## config.mk

```make
export PLATFORM = sky130hd
export DESIGN_NAME = stack_exec_seq_flat
export DESIGN_NICKNAME = d
export VERILOG_FILES = /design/src/rtl/stack_exec_seq_if.sv /design/src/rtl/stack_exec_seq.sv /design/src/flat_wrapper.sv
export SDC_FILE = /design/constraint.sdc
export NUM_CORES = 1
export LEC_CHECK = 0
export ABC_AREA = 1
export CELL_PAD_IN_SITES_DETAIL_PLACEMENT = 1
export CELL_PAD_IN_SITES_GLOBAL_PLACEMENT = 2
export CORE_MARGIN = 10
export CORE_UTILIZATION = 27
export CTS_CLUSTER_DIAMETER = 200
export DETAILED_ROUTE_END_ITERATION = 6
export HOLD_SLACK_MARGIN = 0.1
export PLACE_DENSITY_LB_ADDON = 0.1
export SYNTH_ARGS = -nofsm -noshare
export SYNTH_HDL_FRONTEND = slang
export SYNTH_SLANG_ARGS = --single-unit
```

## constraint.sdc

```tcl
create_clock -name clk -period 2.8 [get_ports clk]
set_clock_uncertainty 0.2 [all_clocks]
set_input_delay 0.7 -clock clk [delete_from_list [all_inputs] [get_ports clk]]
set_output_delay 0.7 -clock clk [all_outputs]
set_load 0.05 [all_outputs]
```

## src/rtl/stack_exec_seq_if.sv

```systemverilog
`default_nettype none
// +--------------------------------------------------------------------------+
// | stack_exec_seq_if                                                         |
// | Command handshake and completion bundle for the stack execute sequencer.  |
// | Revision: 1.0                                                             |
// +--------------------------------------------------------------------------+
interface stack_exec_seq_if #(
  parameter int DW = 8
);
  logic          cmd_valid;
  logic          cmd_ready;
  logic [2:0]    cmd_op;
  logic [DW-1:0] cmd_imm;
  logic          done;
  logic          err;
  logic          err_ovf;
  logic [DW-1:0] result;

  modport master (
    output cmd_valid, cmd_op, cmd_imm,
    input  cmd_ready, done, err, err_ovf, result
  );

  modport slave (
    input  cmd_valid, cmd_op, cmd_imm,
    output cmd_ready, done, err, err_ovf, result
  );
endinterface
`default_nettype wire

```

## src/rtl/stack_exec_seq.sv

```systemverilog
`default_nettype none
// +--------------------------------------------------------------------------+
// | stack_exec_seq                                                            |
// | Sole master of the data stack: pops operands, runs the ALU, pushes the    |
// | result back and guards against under/overflow. Optional Z/C flags are     |
// | built when STACK_EXEC_SEQ_FLAGS_EN is defined.                            |
// | Revision: 1.0                                                             |
// +--------------------------------------------------------------------------+
module stack_exec_seq #(
  parameter int DW    = 8,
  parameter int DEPTH = 256
) (
  input  wire                    clk,
  input  wire                    rst,
  stack_exec_seq_if.slave        cmd,
  output logic                   stk_push,
  output logic                   stk_pop,
  output logic                   stk_tos,
  output logic [DW-1:0]          stk_d_in,
  input  wire  [DW-1:0]          stk_d_out,
  output logic [$clog2(DEPTH):0] depth
`ifdef STACK_EXEC_SEQ_FLAGS_EN
  ,
  output logic                   flag_z,
  output logic                   flag_c
`endif
);

  localparam int AW = $clog2(DEPTH) + 1;

  localparam logic [AW-1:0] c_full = AW'(DEPTH);
  localparam logic [AW-1:0] c_one  = AW'(1);
  localparam logic [AW-1:0] c_two  = AW'(2);

  localparam logic [2:0] c_op_push = 3'b000;
  localparam logic [2:0] c_op_pop  = 3'b001;
  localparam logic [2:0] c_op_add  = 3'b010;
  localparam logic [2:0] c_op_sub  = 3'b011;
  localparam logic [2:0] c_op_and  = 3'b100;
  localparam logic [2:0] c_op_or   = 3'b101;
  localparam logic [2:0] c_op_not  = 3'b110;
  localparam logic [2:0] c_op_dup  = 3'b111;

  typedef enum logic [2:0] {
    S_IDLE = 3'd0,
    S_POPA = 3'd1,
    S_POPB = 3'd2,
    S_TOSA = 3'd3,
    S_EXEC = 3'd4,
    S_WB   = 3'd5,
    S_ERR  = 3'd6
  } state_t;

  state_t        state_q, state_d;
  logic [2:0]    op_q, op_d;
  logic [DW-1:0] imm_q, imm_d;
  logic [DW-1:0] opa_q, opa_d;
  logic [DW-1:0] result_q, result_d;
  logic [AW-1:0] depth_q, depth_d;
  logic          ovf_q, ovf_d;

  logic          w_ready;
  logic          w_done;
  logic          w_err;
  logic          w_err_ovf;

  // Legality of the incoming command against the pre-command occupancy
  logic          w_need1;
  logic          w_need2;
  logic          w_need_room;
  logic          w_udf;
  logic          w_ovf;

  always_comb begin
    w_need1     = (cmd.cmd_op == c_op_pop) || (cmd.cmd_op == c_op_not) ||
                  (cmd.cmd_op == c_op_dup);
    w_need2     = (cmd.cmd_op == c_op_add) || (cmd.cmd_op == c_op_sub) ||
                  (cmd.cmd_op == c_op_and) || (cmd.cmd_op == c_op_or);
    w_need_room = (cmd.cmd_op == c_op_push) || (cmd.cmd_op == c_op_dup);
    w_udf       = (w_need1 && (depth_q == '0)) || (w_need2 && (depth_q < c_two));
    w_ovf       = w_need_room && (depth_q == c_full);
  end

  logic w_op_binary;
  assign w_op_binary = (op_q == c_op_add) || (op_q == c_op_sub) ||
                       (op_q == c_op_and) || (op_q == c_op_or);

  // ALU: x is the freshly read stack word, opA the earlier-popped top
  logic [DW:0]   w_wide;
  logic [DW-1:0] w_alu;
  logic          w_carry;

  always_comb begin
    w_wide  = '0;
    w_alu   = stk_d_out;
    w_carry = 1'b0;
    case (op_q)
      c_op_add: begin
        w_wide  = {1'b0, stk_d_out} + {1'b0, opa_q};
        w_alu   = w_wide[DW-1:0];
        w_carry = w_wide[DW];
      end
      c_op_sub: begin
        w_wide  = {1'b0, stk_d_out} - {1'b0, opa_q};
        w_alu   = w_wide[DW-1:0];
        w_carry = w_wide[DW];
      end
      c_op_and: w_alu = stk_d_out & opa_q;
      c_op_or:  w_alu = stk_d_out | opa_q;
      c_op_not: w_alu = ~stk_d_out;
      default:  w_alu = stk_d_out;
    endcase
  end

  always_comb begin
    state_d   = state_q;
    op_d      = op_q;
    imm_d     = imm_q;
    opa_d     = opa_q;
    result_d  = result_q;
    depth_d   = depth_q;
    ovf_d     = ovf_q;
    w_ready   = 1'b0;
    w_done    = 1'b0;
    w_err     = 1'b0;
    w_err_ovf = 1'b0;
    stk_push  = 1'b0;
    stk_pop   = 1'b0;
    stk_tos   = 1'b0;
    stk_d_in  = '0;

    case (state_q)
      S_IDLE: begin
        w_ready = 1'b1;
        if (cmd.cmd_valid) begin
          op_d  = cmd.cmd_op;
          imm_d = cmd.cmd_imm;
          if (w_udf || w_ovf) begin
            ovf_d   = w_ovf && !w_udf;
            state_d = S_ERR;
          end else if (cmd.cmd_op == c_op_push) begin
            state_d = S_WB;
          end else if (cmd.cmd_op == c_op_dup) begin
            state_d = S_TOSA;
          end else begin
            state_d = S_POPA;
          end
        end
      end

      S_POPA: begin
        stk_pop = 1'b1;
        depth_d = depth_q - c_one;
        state_d = w_op_binary ? S_POPB : S_EXEC;
      end

      // The word popped in POPA has landed on stk_d_out: it is the old top
      S_POPB: begin
        stk_pop = 1'b1;
        depth_d = depth_q - c_one;
        opa_d   = stk_d_out;
        state_d = S_EXEC;
      end

      S_TOSA: begin
        stk_tos = 1'b1;
        state_d = S_EXEC;
      end

      S_EXEC: begin
        result_d = w_alu;
        state_d  = S_WB;
      end

      S_WB: begin
        w_done = 1'b1;
        if (op_q == c_op_push) begin
          result_d = imm_q;
          stk_push = 1'b1;
          stk_d_in = imm_q;
          depth_d  = depth_q + c_one;
        end else if (op_q != c_op_pop) begin
          stk_push = 1'b1;
          stk_d_in = result_q;
          depth_d  = depth_q + c_one;
        end
        state_d = S_IDLE;
      end

      S_ERR: begin
        w_done    = 1'b1;
        w_err     = 1'b1;
        w_err_ovf = ovf_q;
        state_d   = S_IDLE;
      end

      default: state_d = S_IDLE;
    endcase
  end

  always_ff @(posedge clk or posedge rst) begin
    if (rst) begin
      state_q  <= S_IDLE;
      op_q     <= '0;
      imm_q    <= '0;
      opa_q    <= '0;
      result_q <= '0;
      depth_q  <= '0;
      ovf_q    <= 1'b0;
    end else begin
      state_q  <= state_d;
      op_q     <= op_d;
      imm_q    <= imm_d;
      opa_q    <= opa_d;
      result_q <= result_d;
      depth_q  <= depth_d;
      ovf_q    <= ovf_d;
    end
  end

  assign cmd.cmd_ready = w_ready;
  assign cmd.done      = w_done;
  assign cmd.err       = w_err;
  assign cmd.err_ovf   = w_err_ovf;
  assign cmd.result    = result_q;
  assign depth         = depth_q;

`ifdef STACK_EXEC_SEQ_FLAGS_EN
  logic flag_z_q, flag_z_d;
  logic flag_c_q, flag_c_d;

  // Flags only move with a computed result; PUSH and rejected commands never reach EXEC
  always_comb begin
    flag_z_d = flag_z_q;
    flag_c_d = flag_c_q;
    if (state_q == S_EXEC) begin
      flag_z_d = (w_alu == '0);
      flag_c_d = w_carry;
    end
  end

  always_ff @(posedge clk or posedge rst) begin
    if (rst) begin
      flag_z_q <= 1'b0;
      flag_c_q <= 1'b0;
    end else begin
      flag_z_q <= flag_z_d;
      flag_c_q <= flag_c_d;
    end
  end

  assign flag_z = flag_z_q;
  assign flag_c = flag_c_q;
`else
  logic w_unused_carry;
  assign w_unused_carry = w_carry;
`endif

endmodule
`default_nettype wire

```

## src/flat_wrapper.sv

```systemverilog
// flat-port wrapper written by rule: the top's interface ports become plain ports
module stack_exec_seq_flat 
#(
  parameter int DW    = 8,
  parameter int DEPTH = 256
)
  (clk, rst, stk_push, stk_pop, stk_tos, stk_d_in, stk_d_out, depth, cmd_cmd_valid, cmd_cmd_op, cmd_cmd_imm, cmd_cmd_ready, cmd_done, cmd_err, cmd_err_ovf, cmd_result);
  stack_exec_seq_if #(.DW(DW)) cmd_i ();
  input  wire clk;
  input  wire rst;
  output logic stk_push;
  output logic stk_pop;
  output logic stk_tos;
  output logic [DW-1:0] stk_d_in;
  input  wire  [DW-1:0] stk_d_out;
  output logic [$clog2(DEPTH):0] depth;
  input wire logic [$bits(cmd_i.cmd_valid)-1:0] cmd_cmd_valid;
  input wire logic [$bits(cmd_i.cmd_op)-1:0] cmd_cmd_op;
  input wire logic [$bits(cmd_i.cmd_imm)-1:0] cmd_cmd_imm;
  output wire logic [$bits(cmd_i.cmd_ready)-1:0] cmd_cmd_ready;
  output wire logic [$bits(cmd_i.done)-1:0] cmd_done;
  output wire logic [$bits(cmd_i.err)-1:0] cmd_err;
  output wire logic [$bits(cmd_i.err_ovf)-1:0] cmd_err_ovf;
  output wire logic [$bits(cmd_i.result)-1:0] cmd_result;
  assign cmd_i.cmd_valid = cmd_cmd_valid;
  assign cmd_i.cmd_op = cmd_cmd_op;
  assign cmd_i.cmd_imm = cmd_cmd_imm;
  assign cmd_cmd_ready = cmd_i.cmd_ready;
  assign cmd_done = cmd_i.done;
  assign cmd_err = cmd_i.err;
  assign cmd_err_ovf = cmd_i.err_ovf;
  assign cmd_result = cmd_i.result;
  stack_exec_seq #(.DW(DW), .DEPTH(DEPTH)) u_core (.clk(clk), .rst(rst), .cmd(cmd_i), .stk_push(stk_push), .stk_pop(stk_pop), .stk_tos(stk_tos), .stk_d_in(stk_d_in), .stk_d_out(stk_d_out), .depth(depth));
endmodule
```

==> metrics.txt <==
outcome=completed; Seq cells post-synth=40; CP arrival=2.75 ns; Yosys top cell area share=about a third; clk_lat worst skew=0.29 ns; CP startpoint kind=flip-flop; CTS sink count=40; CTS HTree Levels=2; Mapped Nets=464; Netlist cell types=42; HPWL Detailed=8669 µm; DR DRC count=0; Tightest Pin Transition=0.9094 ns; most frequent cell after synthesis=nand2_1; vias after detailed routing=3157; GPL Wtd Cong=just over 0.8; Slowest-stage cell, CP=dfrtp_1; diode count=0; Nets=about 550; fillers=1329; Die Ht=around 130 µm; Main synth FF type=dfrtp_1; Critical Path End Type=flip-flop; clock root buffer=clkbuf_16; Commonest cells post-synth=nand2_1, inv_1, nor2_1; crit share post-route=between 90% and 100%; clock buffer depth=2; syn avg cell area=7.271 µm²; WP data required=2.78 ns; initial core utilization=28.00%; die area=between 15000 and 20000 µm²; DRT Pass-1 Iters=4; grt ovf=0; Fin. Hold Viols=0; initial antenna violation count=0; worst stage delay on the critical path=0.39 ns; DRT Wirelength=11080 µm; critical path fanouts, max=3; fraction of registers with async set/reset=100.0%; vias in the first global route=around 3500; WL per Instance=16.96 µm; # hold bufs at CTS=0; CTS tree=yes; Rel. slew slack=between 30% and 40%; Synth area leaders=dfrtp_1, nand2_1, ha_1, a21oi_1, inv_1; number of synthesized flops with an enable pin=0; cells after synthesis=423; Cell Area, Synth=3075 µm²; CORE AREA=10980 µm²; worst hold path type=reg2reg; Bufs and invs on worst path=6; first-pass GRT wire length=18290 µm; largest net degree at the start of global routing=41; initial drt markers=85; Layout area overhead=46.01%; pre-CTS setup slack=-0.1256 ns; Top delay family on crit path=simple AND/OR/NAND/NOR gates; antenna-violating nets left=0; total track usage=13.88%; crit path cell chain=inv_2, ha_4, inv_2, nor3_2, inv_2, buf_4, nand2_2, xor2_1, inv_1, ha_4, buf_6, nand2_2, o21a_1, nand2_2, or2_4, nand3_2, nand3_2, nand2_1, nand2_1; port bufs=53; die width=126.7 µm; fin. max-slew vios=0; register area share after synthesis=32.55%; f_max=360.9 MHz; crit path time final=around 2.8 ns; MaxCap Viol Count=0; ratio of cells with drive above 1 in the final layout=25.15%; post-synth top area cell=dfrtp_1; CP Class=reg2reg; setup TNS=0 ns; Vias/cell=~4.8; Ys Warns=0; RSZ-0062 raised after global routing=true; Clock transition at path regs=0.06 ns; final worst slack=approximately 0.029 ns; I/O pin total=54; Setup Viol. Count Final=0; FP Rows=38; number of CTS-inserted buffers=5
final timing paths:
path                                  from                    to  slack [ns]  cells past startpoint
setup / recovery           u_core.opa_q[1]  u_core.cmd.result[6]        0.03                     19
hold / removal             u_core.imm_q[1]       u_core.imm_q[1]        0.31                      1
setup reg to reg           u_core.opa_q[1]  u_core.cmd.result[6]        0.03                     19
hold reg to reg            u_core.imm_q[1]       u_core.imm_q[1]        0.31                      1
max in group asynchronous              rst        u_core.op_q[2]        1.32                      3
min in group asynchronous              rst       u_core.opa_q[0]        0.66                      3
cells by family (layout without fill, tap and decap cells):
logic type | after synthesis | after routing | share of synthesized area, %
AND/OR/NAND/NOR | 186 | 187 | 27.01
XOR/XNOR | 11 | 11 | 3.133
AO/OA/AOI/OAI | 93 | 93 | 17.62
multiplexers | 8 | 8 | 2.929
flip-flops | 40 | 40 | 32.55
adder cells (fa/ha/maj) | 19 | 19 | 8.218
buffers and inverters | 66 | 155 | 8.543
sequential cells by signal, summed over array words and instances, names as in the netlist:
register,cells
u_core.cmd.result,8
u_core.imm_q,8
u_core.ovf_q,1
u_core.op_q,3
u_core.opa_q,8
u_core.depth,9
u_core.state_q,3
worst register-to-register path: stages (launching register included):
cell and delay [ns]:
dfrtp_1 0.39, inv_2 0.08, ha_4 0.13, inv_2 0.03, nor3_2 0.16, inv_2 0.07, buf_4 0.13, nand2_2 0.05
xor2_1 0.20, inv_1 0.11, ha_4 0.26, buf_6 0.12, nand2_2 0.07, o21a_1 0.12, nand2_2 0.06, or2_4 0.22
nand3_2 0.06, nand3_2 0.06, nand2_1 0.07, nand2_1 0.05
routing by layer:
| metal | vias up | share of wire [%] | global-route usage [%] |
|---|---|---|---|
| met1 | 1541 | 44 | 16.83 |
| met3 | 8 | 3.2 | 2.957 |
| li1 | 1568 | - | - |
| met2 | 40 | 51 | 24.73 |
| met5 | - | 0 | 0 |
| met4 | 0 | 0.98 | 2.411 |
placed cells by master, fill, tap and decap left out, types with 4 or more instances in the layout:
cell             count
a21oi_1             30
a21oi_2             11
buf_12              13
buf_4               37
clkbuf_16            5
clkdlybuf4s50_1     38
dfrtp_1             37
ha_1                14
inv_1               46
inv_2                7
inv_4                4
mux2_2               8
nand2_1             95
nand2_2              8
nand3_1             18
nand3_2              6
nor2_1              40
nor2_4               6
o211ai_1             4
o21ai_0             20
o21ai_1              8
xor2_1               8
layout make-up:
cell class / count / area, µm² / area share (%)
Clock buffer: 6 / 138.9 / 3.093
Clock inverter: 2 / 38.79 / 0.8637
Inverter: 58 / 227.7 / 5.071
Multi-Input combinational cell: 318 / 1976 / 44.00
Sequential cell: 40 / 1005 / 22.37
Tap cell: 140 / 175.2 / 3.901
Timing Repair Buffer: 89 / 929.6 / 20.70
metrics by stage:
step	instances	utilization (%)	hold slack, ns	cell area (µm²)
global placement	640	37.43	0.2907	4111
finish	653	40.89	0.3076	4491
detailed placement	640	37.43	0.2990	4111
floorplan	423	-	0.2748	3083
global route	653	40.89	0.3485	4491
CTS	649	39.71	0.3138	4362
what timing repair did:
item	in CTS	in global routing
gates resized for setup	14	32
pin swaps	3	15
setup buffers	0	4
gates cloned	1	0
endpoints found under the setup margin	10	18
endpoints found under the hold margin	0	0
Power is left out: the tool's default activity adds up to more than one toggle a clock period on the data nets, which glitch-free logic cannot reach.
